`config.mk`:
```
export PLATFORM = sky130hd
export DESIGN_NAME = uart_word_tx_sequencer
export DESIGN_NICKNAME = d
export VERILOG_FILES = /design/src/rtl/uart_word_tx_sequencer.sv
export SDC_FILE = /design/constraint.sdc
export NUM_CORES = 1
export LEC_CHECK = 0
export ABC_CLOCK_PERIOD_IN_PS = 2500
export BUFFER_PORTS_ARGS = -buffer_cell sky130_fd_sc_hd__buf_4
export CORE_MARGIN = 3
export CORE_UTILIZATION = 40
export CTS_BUF_LIST = sky130_fd_sc_hd__clkbuf_16
export DETAILED_ROUTE_END_ITERATION = 10
export GPL_TIMING_DRIVEN = 0
export SLEW_MARGIN = 5
export SYNTH_ARGS = -nofsm -noshare
export SYNTH_HDL_FRONTEND = slang
export SYNTH_SLANG_ARGS = --single-unit
```
`constraint.sdc`:
```
create_clock -name clk -period 2.5 [get_ports clk]
set_input_delay 0 -clock clk [delete_from_list [all_inputs] [get_ports clk]]
set_output_delay 0 -clock clk [all_outputs]
set_load 0.005 [all_outputs]
```
`src/rtl/uart_word_tx_sequencer.sv`:
```
// uart_word_tx_sequencer
//
// Purpose:
//   Takes one NBITS-wide word from the debug controller and feeds it to a
//   byte-wide UART transmitter as NBYTES consecutive bytes. Only one word is
//   in flight at a time, and only one byte is handed to the UART at a time.
//   Both sides use a start/done handshake.
//
// Ports:
//   clk         in   system clock, rising edge
//   reset       in   asynchronous, active-low reset
//   word_data   in   word to send; sampled only when word_start is accepted
//   word_start  in   send request (level or pulse); ignored while busy
//   word_done   out  one-cycle pulse after the UART confirms the last byte
//   busy        out  high from the cycle after accept through word_done
//   byte_data   out  registered byte for the UART; held while the byte is in flight
//   byte_start  out  one-cycle pulse; the UART may latch byte_data
//   byte_done   in   one-cycle pulse from the UART: current byte shifted out
module uart_word_tx_sequencer #(
   parameter int NBITS      = 32,
   parameter int BYTE_WIDTH = 8,
   parameter bit MSB_FIRST  = 1'b0
) (
   input  logic                  clk,
   input  logic                  reset,
   input  logic [NBITS-1:0]      word_data,
   input  logic                  word_start,
   output logic                  word_done,
   output logic                  busy,
   output logic [BYTE_WIDTH-1:0] byte_data,
   output logic                  byte_start,
   input  logic                  byte_done
);

   localparam int NBYTES = NBITS / BYTE_WIDTH;
   localparam int CW     = (NBYTES > 1) ? $clog2(NBYTES) : 1;
   localparam int SW     = (NBITS > 1) ? $clog2(NBITS) : 1;
   localparam logic [CW-1:0] LAST_CNT = CW'(NBYTES - 1);

   typedef enum logic [1:0] {
      IDLE  = 2'd0,
      START = 2'd1,
      WAIT  = 2'd2,
      DONE  = 2'd3
   } state_t;

   state_t                state_q, state_d;
   logic [NBITS-1:0]      shreg_q, shreg_d;
   logic [CW-1:0]         cnt_q, cnt_d;
   logic [BYTE_WIDTH-1:0] byte_data_q, byte_data_d;

   // The word register is never shifted. The byte for slot k is picked with an
   // indexed part-select. In MSB-first mode the slot order is mirrored.
   function automatic logic [BYTE_WIDTH-1:0] sel_byte(input logic [NBITS-1:0] w,
                                                      input logic [CW-1:0]    k);
      int          idx;
      logic [SW-1:0] base;
      idx  = MSB_FIRST ? (NBYTES - 1 - int'(k)) : int'(k);
      base = SW'(idx * BYTE_WIDTH);
      return w[base +: BYTE_WIDTH];
   endfunction

   always_ff @(posedge clk or negedge reset) begin
      if (!reset) begin
         state_q     <= IDLE;
         shreg_q     <= '0;
         cnt_q       <= '0;
         byte_data_q <= '0;
      end else begin
         state_q     <= state_d;
         shreg_q     <= shreg_d;
         cnt_q       <= cnt_d;
         byte_data_q <= byte_data_d;
      end
   end

   // byte_data_d is loaded only on the transitions into START. The byte on the
   // UART side therefore stays stable for the whole time the byte is in flight.
   always_comb begin
      state_d     = state_q;
      shreg_d     = shreg_q;
      cnt_d       = cnt_q;
      byte_data_d = byte_data_q;
      case (state_q)
         IDLE: begin
            if (word_start) begin
               shreg_d     = word_data;
               cnt_d       = '0;
               byte_data_d = sel_byte(word_data, '0);
               state_d     = START;
            end
         end
         // A byte_done coinciding with byte_start belongs to no byte of ours.
         START: state_d = WAIT;
         WAIT: begin
            if (byte_done) begin
               if (cnt_q == LAST_CNT) begin
                  state_d = DONE;
               end else begin
                  cnt_d       = cnt_q + CW'(1);
                  byte_data_d = sel_byte(shreg_q, cnt_q + CW'(1));
                  state_d     = START;
               end
            end
         end
         DONE:    state_d = IDLE;
         default: state_d = IDLE;
      endcase
   end

   assign byte_start = (state_q == START);
   assign word_done  = (state_q == DONE);
   assign busy       = (state_q != IDLE);
   assign byte_data  = byte_data_q;

endmodule

```
==> metrics.yaml, run 1 <==
setup_path:
  timing.rr.start: "cnt_q[0]$_DFFE_PN0P_"
  start_kind: "flop"
  cp_max_fo: 10
  critPathLaunch: "cnt_q[0]$_DFFE_PN0P_"
  rr_worst_depth: 6
  critPathCapture: "byte_data[6]$_DFFE_PN0P_"
  end_kind: "flop"
  worst_path_largest_cell_delay_ns: 0.44
  r2r_end: "byte_data[6]$_DFFE_PN0P_"
  critical_path_required_ns: 2.65
  rrSetupSlack_ns: 0.41
  cp_num_cells: 6
  worst_path_max_delay_cell: "dfrtp_1"
  critPathKind: "flop to flop"
  crit_chain: "ha_1, buf_2, buf_6, mux2_1, a222oi_1, mux2i_1"
  path_delay_family: "multiplexers"
  cp_num_buf_inv: 2
  crit_arrival_ns: 2.24
sta:
  fin_crit_ns: 2.09
  setup_viol_count_final: 0
  max_freq_mhz: 479
  slew_headroom: 0.600
  finalClockSkew_ns: 0.00388
  hold_violations: 0
  setup_ws_ns: 0.411
  rsz0062_at_grt: "false"
  tns_ns: 0
  fin_crit_sh: 0.835
  final-max-slew-violation-count: 0
  worst_slew_pin_slew_ns: 0.597
clock_network:
  insertion_delay_ns: 0.28
  cts-root-buf: "clkbuf_16"
  cts.htree.levels: 2
  cts_buffers: 5
  cts_buffer_depth: 2
  clock-sinks: 44
  postCtsSetupBuffers: 0
  clkSlewWorstSetupHoldPaths_ns: 0.06
  cts_tree: "built"
floorplanning:
  die_w_um: 77.9
  start_util: 0.427
  io_pins: 47
  die_area_mm2: 0.00607
  num_rows: 25
  die_y_um: 77.9
  coreArea_mm2: 0.00485
route:
  drtAntennaViolNets: 0
  drc: 0
  wl_per_cell_um: 14.7
  first_pass_iters: 5
  drt-initial-drc-count: 95
  avgViaCountPerCell: 4.74
  num_vias: 1734
  wl_um: 5380
synth:
  synth-seq-cells: 44
  synth_top_area_share: 0.532
  syn_area_per_cell_um2: 9.76
  synth_top_area_cell: "dfrtp_1"
  synth_cells: 212
  syn_nets: 249
  seq_area_frac_synth: 0.532
  synth_cell_types: 26
  ys_top_cells_by_area: "dfrtp_1, nand2_1, mux2_2"
  synth_area_mm2: 0.00207
  yosysWarnings: 0
global_route:
  grtUsageTotal: 0.196
  first_global_vias: 1840
  grt_pass1_wl_um: 9130
  grt_max_degree: 45
  grt-ovfl-total: 0
  antenna_found_initial: 0
pwr:
  netSwitchingFraction: 0.342
  pwr-share-seq: 0.363
  p_int_uw: 2240
  p_leak_uw: 0.00153
  ir_drop_mv: 0.626
  p_sw_uw: 1160
  p_clk_frac: 0.216
  combPwrFrac: 0.421
  p_per_area_mw_per_mm2: 1140
placement:
  place_ws_ns: 0.401
  post-dp-hpwl_um: 3340
  gp_congestion: 0.719
  placed_area_mm2: 0.00250
  place.port_buffers: 46
final_layout:
  diodes: 0
  n_fill_cell: 432
  design_area_mm2: 0.00299
  post-route-util: 0.617
  area_growth_pct: 44.6
  drive_above_1_share: 0.274
  nNetsFinal: 335
outcome:
  status: "finished, final reports clean"
min_path:
  hold_path_class: "input pin to flop"
run:
  maxCapViolCount: 0
synthesized netlist by cell type:
| master | count |
|---|---|
| or3b_1 | 1 |
| and3b_2 | 1 |
| nand2b_1 | 2 |
| ha_1 | 1 |
| clkbuf_1 | 5 |
| mux4_2 | 1 |
| o21ai_0 | 1 |
| nor3b_2 | 2 |
| buf_6 | 2 |
| mux2_4 | 1 |
| or2_2 | 1 |
| nand3b_1 | 1 |
| nand3_1 | 7 |
| dfrtp_1 | 44 |
| mux2i_1 | 7 |
| mux2_1 | 2 |
| nor2_1 | 2 |
| buf_2 | 7 |
| a21oi_1 | 1 |
| nand2_1 | 89 |
| o21bai_1 | 1 |
| a222oi_1 | 7 |
| mux2_2 | 15 |
| and2_1 | 1 |
| inv_1 | 9 |
| nor2b_1 | 1 |
cells in the final DEF (no fill, tap or decap), types with 2 or more instances in the layout:
cell type       n
nor3b_2         2
nor2_1          2
clkinv_1        2
mux2_2         15
mux2_1          2
buf_2           7
dlygate4sd3_1  33
clkbuf_16       5
nand2b_1        2
clkbuf_1        5
inv_1           9
buf_6           2
nand2_1        89
dfrtp_1        44
nand3_1         7
mux2i_1         7
a222oi_1        7
buf_4          46
worst register-to-register path, stage by stage, from the launching register on:
cell and delay [ns]:
dfrtp_1 0.44, ha_1 0.30, buf_2 0.21, buf_6 0.19
mux2_1 0.34, a222oi_1 0.35, mux2i_1 0.13
worst min-delay path by stage:
stage,from,end,slack [ns],cells past startpoint
after floorplan,reset,byte_data[0]$_DFFE_PN0P_,-0.30,0
final,byte_done,state_q[0]$_DFFE_PN0P_,0.009,3
after CTS,byte_done,state_q[0]$_DFFE_PN0P_,0.008,3
after global routing,byte_done,state_q[0]$_DFFE_PN0P_,0.04,3
after detailed placement,reset,shreg_q[17]$_DFFE_PN0P_,0.04,1
after global placement,reset,byte_data[4]$_DFFE_PN0P_,0.04,1
registers in the layout (all words and copies together) (netlist names):
signal / flops
byte_data: 8
cnt_q: 2
shreg_q: 32
state_q: 2
cell type report:
type / count / area [um2] / area share
Tap cell: 67 / 83.8 / 0.0280
Timing Repair Buffer: 79 / 676 / 0.226
Inverter: 9 / 33.8 / 0.0113
Sequential cell: 44 / 1100 / 0.368
Clock inverter: 3 / 37.5 / 0.0125
Clock buffer: 5 / 125 / 0.0418
Multi-Input combinational cell: 145 / 858 / 0.287
Buffer: 14 / 76.3 / 0.0255
metrics by stage:
| stage | instances | hold WS [ns] | power [uW] |
|---|---|---|---|
| finish | 366 | 0.00861 | 3400 |
| global route | 366 | 0.0416 | 3660 |
| CTS | 366 | 0.00792 | 3440 |
| detailed placement | 325 | 0.0388 | 2650 |
| global placement | 325 | 0.0355 | 2620 |
| floorplan | 212 | -0.296 | 2160 |
power by group through the flow:
stage               clock network [uW]  logic, uW  registers (uW)
global route                       780       1600            1280
detailed placement                   0       1400            1250
global placement                     0       1380            1240
finish                             735       1430            1240
CTS                                750       1450            1240
floorplan                            0        958            1200
metal layers:
| metal | up-vias | track usage | part of all wire |
|---|---|---|---|
| met5 | - | 0 | 0 |
| met4 | 0 | 0.0682 | 0.013 |
| met3 | 5 | 0.0267 | 0.034 |
| met2 | 40 | 0.324 | 0.49 |
| met1 | 822 | 0.262 | 0.46 |
| li1 | 867 | - | - |
kinds of logic (layout without fill, tap and decap cells):
kind of cell,Yosys count,in the layout,synth area share
AO/OA/AOI/OAI,10,10,0.0423
buffers and inverters,23,110,0.0532
AND/OR/NAND/NOR,108,108,0.222
adder cells (fa/ha/maj),1,1,0.00604
flip-flops,44,44,0.532
multiplexers,26,26,0.144
timing repair:
action,in CTS,in global routing
gates resized for setup,0,0
hold buffers,33,0
hold endpoints to repair,76,0
No activity file was read; power rests on OpenSTA's default activity.
==> run 2, diff against run 1 <==
ABC_CLOCK_PERIOD_IN_PS = 1760   (was 2500)
clock period = 1.76 ns   (was 2.5 ns; I/O delays follow)
==> metrics.yaml, run 2 (synthesis results as in run 1) <==
final_layout:
  seq_area_mm2: 0.00110
  post-route-util: 0.634
  drive_above_1_share: 0.304
  final_cell_mix: "nand2_1, buf_4, dfrtp_1"
  final_common_cell: "nand2_1"
  multi_input_area_um2: 897
  area_growth_pct: 48.4
  regMostFlops: "shreg_q"
  diodes: 0
  nNetsFinal: 339
  n_fill_cell: 397
  largest_reg_flops: 32
global_route:
  grt-ovfl-total: 0
  antenna_found_initial: 0
  first_global_vias: 1808
  grt_max_degree: 45
  grt_pass1_wl_um: 8750
  grtUsageTotal: 0.185
placement:
  gp_congestion: 0.748
  place.port_buffers: 46
  post-dp-hpwl_um: 3340
setup_path:
  start_kind: "flop"
  crit_arrival_ns: 2.01
  r2r_end: "byte_data[7]$_DFFE_PN0P_"
  critPathCapture: "byte_data[7]$_DFFE_PN0P_"
  critPathKind: "flop to flop"
  cp_max_fo: 5
  critical_path_required_ns: 1.93
  critPathLaunch: "cnt_q[0]$_DFFE_PN0P_"
  rrSetupSlack_ns: -0.08
  rr_worst_depth: 5
  end_kind: "flop"
  timing.rr.start: "cnt_q[0]$_DFFE_PN0P_"
clock_network:
  cts_buffers: 5
  cts.htree.levels: 2
  clock-sinks: 44
  insertion_delay_ns: 0.28
  clkSlewWorstSetupHoldPaths_ns: 0.06
  cts_tree: "built"
  cts-root-buf: "clkbuf_16"
  cts_buffer_depth: 2
pwr:
  p_per_area_mw_per_mm2: 1630
  fin_total_pwr_uw: 5010
  p_leak_uw: 0.00157
  ir_drop_mv: 0.686
min_path:
  hold_path_class: "input pin to flop"
floorplanning:
  die_y_um: 77.9
  io_pins: 47
  start_util: 0.427
  die_area_mm2: 0.00607
  coreArea_mm2: 0.00485
  die_w_um: 77.9
  num_rows: 25
route:
  drt-initial-drc-count: 128
  drc: 0
  wl_per_cell_um: 14.2
  drtAntennaViolNets: 0
  avgViaCountPerCell: 4.86
  first_pass_iters: 4
  wl_um: 5260
  num_vias: 1798
outcome:
  status: "finished, violations left"
  violations: "negative setup slack"
run:
  maxCapViolCount: 0
sta:
  fin_crit_sh: 1.05
  setup_viol_count_final: 5
  worst_slew_pin_slew_ns: 0.567
  fin_hold_ws_ns: 0.0171
  slew_headroom: 0.620
  finalClockSkew_ns: 0.00385
  rsz0062_at_grt: "true"
  final-max-slew-violation-count: 0
  hold_violations: 0
  setup_ws_ns: -0.0822
  max_freq_mhz: 543
  fin_crit_ns: 1.84
run 2: cell types whose count changed in the layout (fill, tap and decap cells not counted), sizes merged:
cell	previous run	this run
clkinv	2	3
buf	55	58
clkbuf	10	11
bufinv	1	0
run 2: worst min-delay path by stage:
| stage | startpoint | to | slack [ns] | cells past startpoint |
|---|---|---|---|---|
| after detailed placement | reset | shreg_q[20]$_DFFE_PN0P_ | 0.03 | 1 |
| final | byte_done | state_q[0]$_DFFE_PN0P_ | 0.02 | 3 |
| after global placement | reset | shreg_q[16]$_DFFE_PN0P_ | 0.04 | 1 |
| after CTS | byte_done | state_q[0]$_DFFE_PN0P_ | 0.01 | 3 |
| after floorplan | reset | byte_data[0]$_DFFE_PN0P_ | -0.30 | 0 |
| after global routing | byte_done | state_q[0]$_DFFE_PN0P_ | 0.02 | 3 |
run 2: repair_timing:
item	in CTS	in global routing
setup buffers	4	0
gates resized for setup	9	6
endpoints found under the setup margin	10	13
pin swaps	7	4
hold endpoints to repair	76	0
gates cloned	1	0
hold buffers	33	0
run 2: area by class of cell:
type                    count  area share
multi-input cells         145       0.292
clock buffers               5      0.0407
clock inverters             3     0.00448
flip-flops and latches     44       0.359
plain buffers              13      0.0257
well taps                  67      0.0273
repair buffers             84       0.240
inverters                   9      0.0110
run 2: power by group:
part           leakage [uW]  internal [uW]  switching (uW)
clock network     0.0000710            515             359
logic              0.000956           1300            1080
registers          0.000544           1490             264
total               0.00157           3310            1710
run 2: routing by layer:
metal	share of wire	up-vias	track usage
met2	0.47	55	0.293
li1	-	876	-
met3	0.050	6	0.0302
met1	0.47	861	0.258
met4	0.0095	0	0.0647
met5	0	-	0
run 2: critical path: stages, from the launching register on:
cell	delay [ns]
dfrtp_2	0.43
ha_4	0.33
buf_6	0.15
mux4_2	0.29
mux2_4	0.28
mux2_4	0.25
run 2: through the flow:
step / instance area [um2] / setup slack, ns / setup TNS (ns) / std cells
2_1_floorplan: 2080 / 0.00506 / 0 / 212
3_5_place_dp: 2500 / -0.246 / -1.34 / 325
3_3_place_gp: 2500 / -0.231 / -1.28 / 325
5_1_grt: 3070 / -0.144 / -0.873 / 370
4_1_cts: 3070 / -0.114 / -0.644 / 371
6_report: 3070 / -0.0822 / -0.232 / 370
==> run 3, diff against run 2 <==
ABC_AREA = 1   (was default)
==> metrics.yaml, run 3 <==
min_path:
  hold_path_class: "input pin to flop"
  min_from: "word_start"
  min_to: "shreg_q[0]$_DFFE_PN0P_"
  holdPathStages: 3
final_layout:
  diodes: 0
  drive_above_1_share: 0.206
  final_common_cell: "nand2_1"
  regMostFlops: "shreg_q"
  final_cells: 448
  nNetsFinal: 414
  post-route-util: 0.599
  final_cell_mix: "nand2_1, nand3_1, buf_4"
  area_growth_pct: 42.9
  largest_reg_flops: 32
clock_network:
  cts_buffers: 5
  cts-root-buf: "clkbuf_16"
  postCtsSetupBuffers: 0
  cts.htree.levels: 2
  insertion_delay_ns: 0.29
  cts_tree: "built"
  clock-sinks: 44
  clkSlewWorstSetupHoldPaths_ns: 0.06
  cts_buffer_depth: 2
setup_path:
  end_kind: "flop"
  rr_worst_depth: 8
  cp_max_fo: 10
  rrSetupSlack_ns: 0.19
  crit_arrival_ns: 1.75
  critPathKind: "flop to flop"
  timing.rr.start: "cnt_q[0]$_DFFE_PN0P_"
  r2r_end: "byte_data[7]$_DFFE_PN0P_"
  start_kind: "flop"
  critical_path_required_ns: 1.94
global_route:
  grt_pass1_wl_um: 9440
  grt-ovfl-total: 0
  grtUsageTotal: 0.193
  first_global_vias: 2055
  grt_max_degree: 45
  antenna_found_initial: 0
outcome:
  status: "finished, final reports clean"
route:
  num_vias: 2096
  wl_um: 5400
  drc: 0
  drtAntennaViolNets: 0
  first_pass_iters: 4
  avgViaCountPerCell: 4.68
  drt-initial-drc-count: 176
  wl_per_cell_um: 12.1
pwr:
  ir_drop_mv: 0.746
  p_per_area_mw_per_mm2: 1610
  p_leak_uw: 0.00164
synth:
  yosysMostFrequentCell: "nand2_1"
  seq_area_frac_synth: 0.508
  async_flop_share: 1.00
  synth-seq-cells: 44
  synth_top_area_cell: "dfrtp_1"
  yosys_most_used_dff: "dfrtp_1"
  syn_nets: 328
  synth_common_cells: "nand2_1, nand3_1, dfrtp_1"
  synth_area_mm2: 0.00217
  yosysWarnings: 0
  synth_edf_count: 0
  ys_top_cells_by_area: "dfrtp_1, nand2_1, nand3_1"
  synth_top_area_share: 0.508
  synth_cell_types: 16
  syn_area_per_cell_um2: 7.45
  synth_cells: 291
placement:
  gp_congestion: 0.802
  post-dp-hpwl_um: 3750
  place_ws_ns: 0.227
  placed_cells: 406
  place.port_buffers: 45
sta:
  setup_viol_count_final: 0
  final-max-slew-violation-count: 0
  tns_ns: 0
  worst_slew_pin_slew_ns: 0.562
  fin_crit_ns: 1.57
  fin_hold_ws_ns: 0.0278
  finalClockSkew_ns: 0.00571
  setup_ws_ns: 0.185
  max_freq_mhz: 635
  fin_crit_sh: 0.895
  slew_headroom: 0.625
  rsz0062_at_grt: "false"
  hold_violations: 0
run:
  maxCapViolCount: 0
floorplanning:
  die_area_mm2: 0.00634
  die_y_um: 79.6
  die_w_um: 79.6
  num_rows: 26
  io_pins: 47
  start_util: 0.419
  coreArea_mm2: 0.00517
-- run 3: cell types whose count changed after synthesis, sizes merged, moves of 17 or more --
cell	previous run	this run
nand2	89	145
nor2	2	19
mux2	18	0
nand3	7	50
-- run 3: area by class of cell --
| type | instances | area [um2] |
|---|---|---|
| fillers | 483 | 2080 |
| flip-flops and latches | 44 | 1100 |
| multi-input cells | 220 | 931 |
| repair buffers | 79 | 678 |
| clock buffers | 5 | 125 |
| plain buffers | 19 | 105 |
| well taps | 70 | 87.6 |
| clock inverters | 3 | 38.8 |
| inverters | 8 | 30.0 |
-- run 3: critical path, stage by stage (launching register included) --
cell and delay, ns:
dfrtp_1 0.39, ha_1 0.29, buf_2 0.18, inv_1 0.22
nand3_1 0.11, nand2_1 0.10, nand2_1 0.06, nand2_1 0.07
nand2_1 0.04
-- run 3: through the flow --
stage	cell area [um2]	power, uW
final	3100	5000
after global routing	3100	5480
after CTS	3100	5050
after detailed placement	2590	3930
after global placement	2590	3900
after floorplan	2170	3220
-- run 3: routing by layer --
layer  part of all wire  global-route usage
met2               0.47               0.325
met3              0.056              0.0350
met5                  0                   0
met4              0.016              0.0636
met1               0.46               0.250
-- run 3: worst max-delay path by stage --
stage	from	to	slack, ns	cells past startpoint
after floorplan	cnt_q[0]$_DFFE_PN0P_	byte_data[0]$_DFFE_PN0P_	0.42	8
after global placement	cnt_q[0]$_DFFE_PN0P_	byte_data[0]$_DFFE_PN0P_	0.24	8
after detailed placement	cnt_q[0]$_DFFE_PN0P_	byte_data[0]$_DFFE_PN0P_	0.23	8
after CTS	cnt_q[0]$_DFFE_PN0P_	byte_data[7]$_DFFE_PN0P_	0.20	8
after global routing	cnt_q[0]$_DFFE_PN0P_	byte_data[3]$_DFFE_PN0P_	0.08	8
final	cnt_q[0]$_DFFE_PN0P_	byte_data[7]$_DFFE_PN0P_	0.19	8
-- run 3: cell families after synthesis --
family                     synth area share
and+or+nand+nor                       0.412
DFF                                   0.508
adders and majority gates           0.00577
AOI/OAI and AO/OA                    0.0115
buffers and inverters                0.0624
-- run 3: repair_timing --
action | in CTS | in global routing
gates resized for setup | 0 | 0
endpoints found under the hold margin | 77 | 0
hold buffers | 34 | 0
-- run 3: power by group --
group,total (uW),internal [uW],switching [uW]
clock network,1030,661,370
logic,2200,906,1290
registers,1770,1500,269
total,5000,3070,1930
